**src/rtl/redmule_z_packer.sv**
```systemverilog
// redmule_z_packer: captures one result tile and streams it row by row onto
// the Z store channel, masking leftover columns and skipping leftover rows.
module redmule_z_packer #(
    parameter int unsigned ARRAY_H = 4,
    parameter int unsigned ELEMS   = 16,
    parameter int unsigned ELEM_W  = 16,
    parameter int unsigned DATA_W  = ELEMS * ELEM_W,
    parameter int unsigned CNT_W   = 16
) (
    input  logic                               clk_i,
    input  logic                               rst_i,
    input  logic                               clear_i,
    input  logic                               enable_i,
    input  logic                               tile_valid_i,
    output logic                               tile_ready_o,
    input  logic [ARRAY_H*DATA_W-1:0]          tile_data_i,
    input  logic [$clog2(ARRAY_H+1)-1:0]       rows_i,
    input  logic [$clog2(ELEMS+1)-1:0]         cols_i,
    output logic [DATA_W-1:0]                  z_data_o,
    output logic [DATA_W/8-1:0]                z_strb_o,
    output logic                               z_valid_o,
    input  logic                               z_ready_i,
    output logic                               busy_o,
    output logic [CNT_W-1:0]                   tiles_done_o
);

    localparam int unsigned ROW_W          = $clog2(ARRAY_H + 1);
    localparam int unsigned COL_W          = $clog2(ELEMS + 1);
    localparam int unsigned STRB_W         = DATA_W / 8;
    localparam int unsigned BYTES_PER_ELEM = ELEM_W / 8;
    localparam int unsigned TILE_W         = ARRAY_H * DATA_W;

    typedef enum logic {
        IDLE  = 1'b0,
        DRAIN = 1'b1
    } state_e;

    state_e                state_q,      state_d;
    logic [TILE_W-1:0]     tile_q,       tile_d;
    logic [ROW_W-1:0]      rows_eff_q,   rows_eff_d;
    logic [COL_W-1:0]      cols_eff_q,   cols_eff_d;
    logic [ROW_W-1:0]      row_cnt_q,    row_cnt_d;
    logic [CNT_W-1:0]      tiles_done_q, tiles_done_d;
    logic [DATA_W-1:0]     z_data_q,     z_data_d;
    logic [STRB_W-1:0]     z_strb_q,     z_strb_d;
    logic                  z_valid_q,    z_valid_d;
    logic                  busy_q,       busy_d;

    logic                  last_beat;
    logic                  beat_fire;
    logic                  accept;
    logic [ROW_W-1:0]      rows_in_eff;
    logic [COL_W-1:0]      cols_in_eff;

    // Select one row out of a packed tile.
    function automatic logic [DATA_W-1:0] get_row(input logic [TILE_W-1:0] tile,
                                                  input logic [ROW_W-1:0]  idx);
        logic [DATA_W-1:0] res;
        res = '0;
        for (int unsigned r = 0; r < ARRAY_H; r++) begin
            if (ROW_W'(r) == idx) begin
                res = tile[r*DATA_W +: DATA_W];
            end
        end
        return res;
    endfunction

    // Zero the elements at or beyond the valid column count.
    function automatic logic [DATA_W-1:0] mask_row(input logic [DATA_W-1:0] row,
                                                   input logic [COL_W-1:0]  cols);
        logic [DATA_W-1:0] res;
        res = '0;
        for (int unsigned j = 0; j < ELEMS; j++) begin
            if (j < 32'(cols)) begin
                res[j*ELEM_W +: ELEM_W] = row[j*ELEM_W +: ELEM_W];
            end
        end
        return res;
    endfunction

    // Byte strobes covering the valid columns only.
    function automatic logic [STRB_W-1:0] make_strb(input logic [COL_W-1:0] cols);
        logic [STRB_W-1:0] res;
        res = '0;
        for (int unsigned b = 0; b < STRB_W; b++) begin
            res[b] = (b < 32'(cols) * BYTES_PER_ELEM);
        end
        return res;
    endfunction

    // Handshake qualifiers and input clamping.
    always_comb begin
        last_beat    = (state_q == DRAIN) && (row_cnt_q == rows_eff_q - ROW_W'(1));
        beat_fire    = (state_q == DRAIN) && z_ready_i;
        tile_ready_o = enable_i && ((state_q == IDLE) || (last_beat && z_ready_i));
        accept       = tile_valid_i && tile_ready_o;
        rows_in_eff  = (rows_i > ROW_W'(ARRAY_H)) ? ROW_W'(ARRAY_H) : rows_i;
        cols_in_eff  = (cols_i > COL_W'(ELEMS))   ? COL_W'(ELEMS)   : cols_i;
    end

    // Next-state and next-output computation.
    always_comb begin
        state_d      = state_q;
        tile_d       = tile_q;
        rows_eff_d   = rows_eff_q;
        cols_eff_d   = cols_eff_q;
        row_cnt_d    = row_cnt_q;
        tiles_done_d = tiles_done_q;
        z_data_d     = z_data_q;
        z_strb_d     = z_strb_q;

        if (beat_fire) begin
            if (last_beat) begin
                tiles_done_d = tiles_done_d + CNT_W'(1);
                state_d      = IDLE;
                z_data_d     = '0;
                z_strb_d     = '0;
            end else begin
                row_cnt_d = row_cnt_q + ROW_W'(1);
                z_data_d  = mask_row(get_row(tile_q, row_cnt_q + ROW_W'(1)), cols_eff_q);
            end
        end

        if (accept) begin
            tile_d     = tile_data_i;
            rows_eff_d = rows_in_eff;
            cols_eff_d = cols_in_eff;
            row_cnt_d  = '0;
            if ((rows_in_eff == '0) || (cols_in_eff == '0)) begin
                // Degenerate tile completes immediately without beats.
                tiles_done_d = tiles_done_d + CNT_W'(1);
                state_d      = IDLE;
                z_data_d     = '0;
                z_strb_d     = '0;
            end else begin
                state_d  = DRAIN;
                z_data_d = mask_row(get_row(tile_data_i, '0), cols_in_eff);
                z_strb_d = make_strb(cols_in_eff);
            end
        end

        z_valid_d = (state_d == DRAIN);
        busy_d    = (state_d == DRAIN);
    end

    // State and output registers; reset and clear discard everything.
    always_ff @(posedge clk_i) begin
        if (rst_i || clear_i) begin
            state_q      <= IDLE;
            tile_q       <= '0;
            rows_eff_q   <= '0;
            cols_eff_q   <= '0;
            row_cnt_q    <= '0;
            tiles_done_q <= '0;
            z_data_q     <= '0;
            z_strb_q     <= '0;
            z_valid_q    <= 1'b0;
            busy_q       <= 1'b0;
        end else begin
            state_q      <= state_d;
            tile_q       <= tile_d;
            rows_eff_q   <= rows_eff_d;
            cols_eff_q   <= cols_eff_d;
            row_cnt_q    <= row_cnt_d;
            tiles_done_q <= tiles_done_d;
            z_data_q     <= z_data_d;
            z_strb_q     <= z_strb_d;
            z_valid_q    <= z_valid_d;
            busy_q       <= busy_d;
        end
    end

    assign z_data_o     = z_data_q;
    assign z_strb_o     = z_strb_q;
    assign z_valid_o    = z_valid_q;
    assign busy_o       = busy_q;
    assign tiles_done_o = tiles_done_q;

endmodule

```
**config.mk**
```make
export PLATFORM = sky130hd
export DESIGN_NAME = redmule_z_packer
export DESIGN_NICKNAME = d
export VERILOG_FILES = /design/src/rtl/redmule_z_packer.sv
export SDC_FILE = /design/constraint.sdc
export NUM_CORES = 2
export LEC_CHECK = 0
export ABC_CLOCK_PERIOD_IN_PS = 4010
export CELL_PAD_IN_SITES_DETAIL_PLACEMENT = 2
export CELL_PAD_IN_SITES_GLOBAL_PLACEMENT = 2
export CORE_AREA = 2 2 531 533
export CTS_CLUSTER_SIZE = 16
export DETAILED_ROUTE_END_ITERATION = 7
export DIE_AREA = 0 0 533 535
export PLACE_DENSITY_LB_ADDON = 0.1
export SYNTH_ARGS = -nofsm -noshare
export SYNTH_HDL_FRONTEND = slang
export SYNTH_SLANG_ARGS = --single-unit
export TNS_END_PERCENT = 50
```
**constraint.sdc**
```tcl
create_clock -name clk_i -period 4.01 [get_ports clk_i]
set_input_delay 0.802 -clock clk_i [delete_from_list [all_inputs] [get_ports clk_i]]
set_output_delay 0.802 -clock clk_i [all_outputs]
set_load 0.02 [all_outputs]
```
Word-level counts from Yosys, hierarchy flattened
Index checks and enable logic that the tools add are counted.
- register bits: 1340
- output and inout port bits: 307
- logic and storage cells: 154
- add/sub/neg operators: 4
- order comparisons: 66
- equality and inequality tests: 4
- multiplexer cells: 54
- bitwise logic cells: 2
- reduce and logical (&&, ||, !) cells: 16
- operators with widths (kind ; count):
    $mux 256 ; 8
    $mux 16 ; 36
    $mux 32 ; 4
    $lt 5x6->1 const A ; 16
    $lt 4x5->1 const A ; 16
    $lt 4x6->1 const A ; 8
    $lt 3x5->1 const A ; 8
    $add 16x1->16 const B ; 2
    $lt 3x6->1 const A ; 4
    $lt 1x5->1 const A ; 4
    $lt 2x5->1 const A ; 4
    $lt 1x6->1 const A ; 2
    $lt 2x6->1 const A ; 2
    $eq 2x3->1 const A ; 2
    $logic_not 3->1 ; 2
    $gt 5x5->1 const B ; 1
    $logic_and 1x1->1 ; 5
    $logic_not 5->1 ; 1
    $mux 5 ; 1
    $mux 1 ; 4
    $reduce_and 2->1 ; 2
    $reduce_bool 2->1 ; 2
    $add 3x1->3 const B ; 1
    $eq 1x3->1 const A ; 1
    7 further kinds ; 10

Logic depth before layout (Yosys ltp)
- depth in word-level cells: 10
- depth in mapped cells: 13
- mapped depth without buffers: 11

Worst setup path before layout
No wires, ideal clock.
- path kind: input port to output port
- start point: in z_ready_i
- end point: out tile_ready_o
- data arrival time: 2250 ps
- data required time: 3208 ps
- slack: 958 ps
- stages on the path: 5
- path through: nand2_1 > or4_1 > buf_2 > buf_2 > a21boi_0
- cells in the longest elaborated chain, start to end: 3
- ends and longest elaborated chain (element ; line ; source):
    from (decl) ; 22 ; input logic z_ready_i,
    $logic_and 1x1->1 ; 95 ; tile_ready_o = enable_i && ((state_q == IDLE) || (last_beat && z_ready_i));
    $logic_or 1x1->1 ; 95 ;
    $logic_and 1x1->1 ; 95 ;
    to (decl) ; 15 ; output logic tile_ready_o,
No other way between the ends.

Worst setup path after layout
- start point: reg rows_eff_q[0]
- end point: out tile_ready_o
- cells in the longest elaborated chain, start to end: 6
- ends and longest elaborated chain (element ; line ; source):
    from (decl) ; 40 ; logic [ROW_W-1:0] rows_eff_q, rows_eff_d;
    from (signal assigned) ; 162 ; rows_eff_q <= rows_eff_d;
    $sub 3x1->3 ; 93 ; last_beat = (state_q == DRAIN) && (row_cnt_q == rows_eff_q - ROW_W'(1));
    $eq 3x3->1 ; 93 ;
    $logic_and 1x1->1 ; 93 ;
    $logic_and 1x1->1 ; 95 ;
    $logic_or 1x1->1 ; 95 ;
    $logic_and 1x1->1 ; 95 ;
No other way between the ends.

==> flow_summary.json <==
{
  "cts.reportedPaths.clkPinSlew_ns": 0.06,
  "floorplan.initialDensity_pct": 19.57,
  "post_route_design_area_um2": 79100,
  "number_of_global_route_vias_before_repair": 62410,
  "post_route_cells_drive_above_1_share_pct": 6.766,
  "synth.net_count": 8233,
  "die_width_um": 533,
  "die_area_um2": 285200,
  "ys_seq_elements": 1324,
  "nature_of_the_critical_path_endpoint": "output port",
  "dp_worst_setup_slack_ns": -0.1684,
  "worst_case_setup_margin_in_the_final_layout_ns": 0.1800,
  "grt_setup_unrepaired": "no",
  "insertion_delay_ns": 0.85,
  "power_switching_mw": 9.059,
  "grt_remaining_overflow": 0,
  "final_common_cell": "sky130_fd_sc_hd__nand2_1",
  "clock-sinks": 1324,
  "fin_crit_ns": 3.830,
  "fill_cell_count": 31520,
  "min_period_over_period_pct": 95.51,
  "proportion_of_synthesized_chip_area_in_sequential_cells_pct": 48.57,
  "crit_path_cell_trace": "inv_1 -> ha_1 -> xor3_1 -> or4_4 -> a21boi_0 -> dlygate4sd2_1",
  "cp.arrival_ns": 3.03,
  "slew_viol_final": 0,
  "part_of_the_power_in_combinational_logic_pct": 11.7,
  "detailedRoute.firstIterationViolations": 3416,
  "power.static_leakage_nw": 26.92,
  "ioPinCount": 1345,
  "placed_cell_area_um2": 73320,
  "worst-r2r-setup-slack_ns": 0.56,
  "power-per-cell-area_nw_per_um2": 423.9,
  "globalRouteTotalUtil_pct": 23.56,
  "grt_start_max_net_pins": 169,
  "max-cap-violations": 0,
  "grt_antenna_before_repair": 182,
  "worst_ep_required_time_ns": 3.21,
  "route.detailed.drc": 0,
  "ctsResizeCount": 2,
  "num_rows": 194,
  "timing.critical_path.buf_inv": 2,
  "r2r_start": "rows_eff_q[0]$_SDFFE_PP0N_",
  "crit-reg2reg-capture": "tiles_done_o[12]$_SDFF_PP0_",
  "die_h_um": 535,
  "cts.root.buffer_cell": "sky130_fd_sc_hd__clkbuf_16",
  "ctsHtreeMaxLevel": 4,
  "mostFrequentLayoutCells": "sky130_fd_sc_hd__nand2_1, sky130_fd_sc_hd__clkdlybuf4s50_1, sky130_fd_sc_hd__dfxtp_1",
  "dp_hpwl_um": 251500,
  "tritoncts": "yes",
  "slew_headroom_pct": 21.95,
  "buffer_ports.inserted": 1344,
  "critPathMaxFanout": 4,
  "placedCellCount": 11830,
  "synth_async_sr_flop_share_pct": 0,
  "synthCells": 7187,
  "worstMarginPinSlew_ns": 1.171,
  "timing.critical_path.from_type": "flop",
  "final-instance-count-excl-fill": 12190,
  "setup.worst_path.end": "tile_ready_o",
  "timing.final.hold_violations": 0,
  "cts_post_setup_buffers_inserted": 0,
  "timing.critical_path.slowest_cell_delay_ns": 0.63,
  "yosys_most_used_dff": "sky130_fd_sc_hd__dfxtp_1",
  "synth-warning-count": 0,
  "via_count": 59030,
  "nets": 9332,
  "tritoncts.num_buffers": 179,
  "min_path_type": "reg -> reg",
  "cp_slowest_cell": "sky130_fd_sc_hd__or4_4",
  "synth.lib_cells_used.distinct": 61,
  "design_power_total_mw": 33.53,
  "critical_path_cell_count": 6,
  "syn_area_um2": 54570,
  "critPathLaunch": "rows_eff_q[0]$_SDFFE_PP0N_",
  "ff2ff_path_depth": 11,
  "final-setup-viol-count": 0,
  "postSynthAreaPerCell_um2": 7.593,
  "max-vdd-ir-drop_v": 0.0002602,
  "synth-edff-count": 0,
  "drt-total-wl_um": 348800,
  "global_route_wire_length_before_repair_um": 488700,
  "clock.fmax_ghz": 0.2611,
  "worst-setup-path-type": "reg -> out",
  "post_drt_via_cell_ratio": 4.841,
  "run_status": "complete, no violations",
  "post_drt_wl_per_cell_um": 28.61,
  "core-area_um2": 278900,
  "clock-skew-final_ns": 0.05234,
  "clock_power_share_pct": 47.4,
  "cpLargestDelayFamily": "simple AND/OR/NAND/NOR gates",
  "antenna_violating_nets_post_route": 0,
  "gp_congestion": 0.8242,
  "p_seq_share_pct": 40.9,
  "power_switching_share_pct": 27.02,
  "fin_setup_tns_ns": 0,
  "clockBufferDepth": 4,
  "p_int_mw": 24.47,
  "first_pass_iters": 5,
  "post_cts_hold_buffers": 0,
  "syn_to_final_growth_pct": 44.95
}
## sequential cells by signal, indices dropped and copies added, names as in the netlist
register / count
tile_q: 1024
row_cnt_q: 3
z_strb_o: 16
cols_eff_q: 5
rows_eff_q: 3
tiles_done_o: 16
z_data_o: 256
busy_o: 1
## kinds of logic (layout without fill, tap and decap cells)
kind of cell,count (synthesis),in the layout,synth area share [%]
adder cells (fa/ha/maj),8,8,0.1834
buffers and inverters,686,1909,4.943
other,0,60,0
AND/OR/NAND/NOR,2991,2991,21.07
flip-flops,1324,1324,48.57
XOR/XNOR,28,28,0.5021
AO/OA/AOI/OAI,2150,2150,24.73
## layer usage
| layer | vias to the layer above | part of all wire (%) | GRT usage, % |
|---|---|---|---|
| li1 | 26990 | - | - |
| met1 | 29670 | 43 | 29.39 |
| met2 | 1692 | 48 | 39.74 |
| met3 | 552 | 6.8 | 6.184 |
| met4 | 118 | 2.8 | 6.609 |
| met5 | - | 0.23 | 0 |
## worst min-delay path by stage
stage                             startpoint                       end  depth (start not counted)
floorplan             tile_q[0]$_SDFFE_PP0N_    tile_q[0]$_SDFFE_PP0N_                          2
finish              tile_q[610]$_SDFFE_PP0N_  tile_q[610]$_SDFFE_PP0N_                          2
CTS                         tile_data_i[309]  tile_q[309]$_SDFFE_PP0N_                          3
global route                tile_data_i[976]  tile_q[976]$_SDFFE_PP0N_                          3
detailed placement  tile_q[549]$_SDFFE_PP0N_  tile_q[549]$_SDFFE_PP0N_                          2
global placement    tile_q[222]$_SDFFE_PP0N_  tile_q[222]$_SDFFE_PP0N_                          2
## power groups by stage
stage	clock network, mW	registers (mW)	logic (mW)
detailed placement	0	14.0	3.96
CTS	16.5	13.7	3.99
global route	17.0	13.7	4.19
floorplan	0	14.0	1.31
finish	15.9	13.7	3.91
global placement	0	14.0	3.95
## synthesized netlist by cell type, types with 5 or more instances
cell,n,area share (%)
sky130_fd_sc_hd__nand3_1,14,0.13
sky130_fd_sc_hd__xor2_1,9,0.14
sky130_fd_sc_hd__a221oi_1,487,7.8
sky130_fd_sc_hd__inv_1,10,0.069
sky130_fd_sc_hd__a31oi_1,8,0.092
sky130_fd_sc_hd__nor3_1,20,0.18
sky130_fd_sc_hd__o21ai_0,276,2.5
sky130_fd_sc_hd__ha_1,8,0.18
sky130_fd_sc_hd__xnor2_1,17,0.27
sky130_fd_sc_hd__nand3b_1,10,0.14
sky130_fd_sc_hd__buf_2,11,0.10
sky130_fd_sc_hd__nor3_2,7,0.13
sky130_fd_sc_hd__buf_4,19,0.26
sky130_fd_sc_hd__nor2_1,557,3.8
sky130_fd_sc_hd__a21oi_1,1083,9.9
sky130_fd_sc_hd__and3_1,5,0.057
sky130_fd_sc_hd__o31a_1,18,0.29
sky130_fd_sc_hd__dfxtp_1,1324,49
sky130_fd_sc_hd__buf_1,17,0.12
sky130_fd_sc_hd__nand2_1,2343,16
sky130_fd_sc_hd__and2_1,6,0.069
sky130_fd_sc_hd__clkbuf_1,624,4.3
sky130_fd_sc_hd__o31ai_1,241,3.3
sky130_fd_sc_hd__buf_6,5,0.10
sky130_fd_sc_hd__a221oi_2,9,0.25
## cell type report
type | count | area (um2) | area share (%)
Inverter | 10 | 37.54 | 0.04745
Clock inverter | 34 | 330.3 | 0.4176
Clock buffer | 271 | 5298 | 6.697
Sequential cell | 1324 | 26510 | 33.51
Multi-Input combinational cell | 5177 | 25590 | 32.35
Tap cell | 3724 | 4659 | 5.890
Antenna cell | 60 | 150.1 | 0.1898
Timing Repair Buffer | 1594 | 16530 | 20.90
## stage by stage
| step | util [%] | hold WS (ns) |
|---|---|---|
| finish | 28.36 | 0.4517 |
| global route | 28.33 | 0.4584 |
| CTS | 28.31 | 0.4258 |
| detailed placement | 26.29 | 0.4466 |
| global placement | 26.29 | 0.4374 |
| floorplan | - | 0.4317 |
## worst reg2reg max path: stages, from the launching register on
cell                      delay [ns]
sky130_fd_sc_hd__dfxtp_1        0.40
sky130_fd_sc_hd__inv_1          0.08
sky130_fd_sc_hd__ha_1           0.23
sky130_fd_sc_hd__xor3_1         0.29
sky130_fd_sc_hd__or4_4          0.63
sky130_fd_sc_hd__buf_4          0.23
sky130_fd_sc_hd__xnor2_1        0.26
sky130_fd_sc_hd__ha_1           0.27
sky130_fd_sc_hd__nand3_1        0.16
sky130_fd_sc_hd__o31a_1         0.34
sky130_fd_sc_hd__or3_1          0.32
sky130_fd_sc_hd__a21oi_1        0.17
Power figures use the tool's default switching activity.
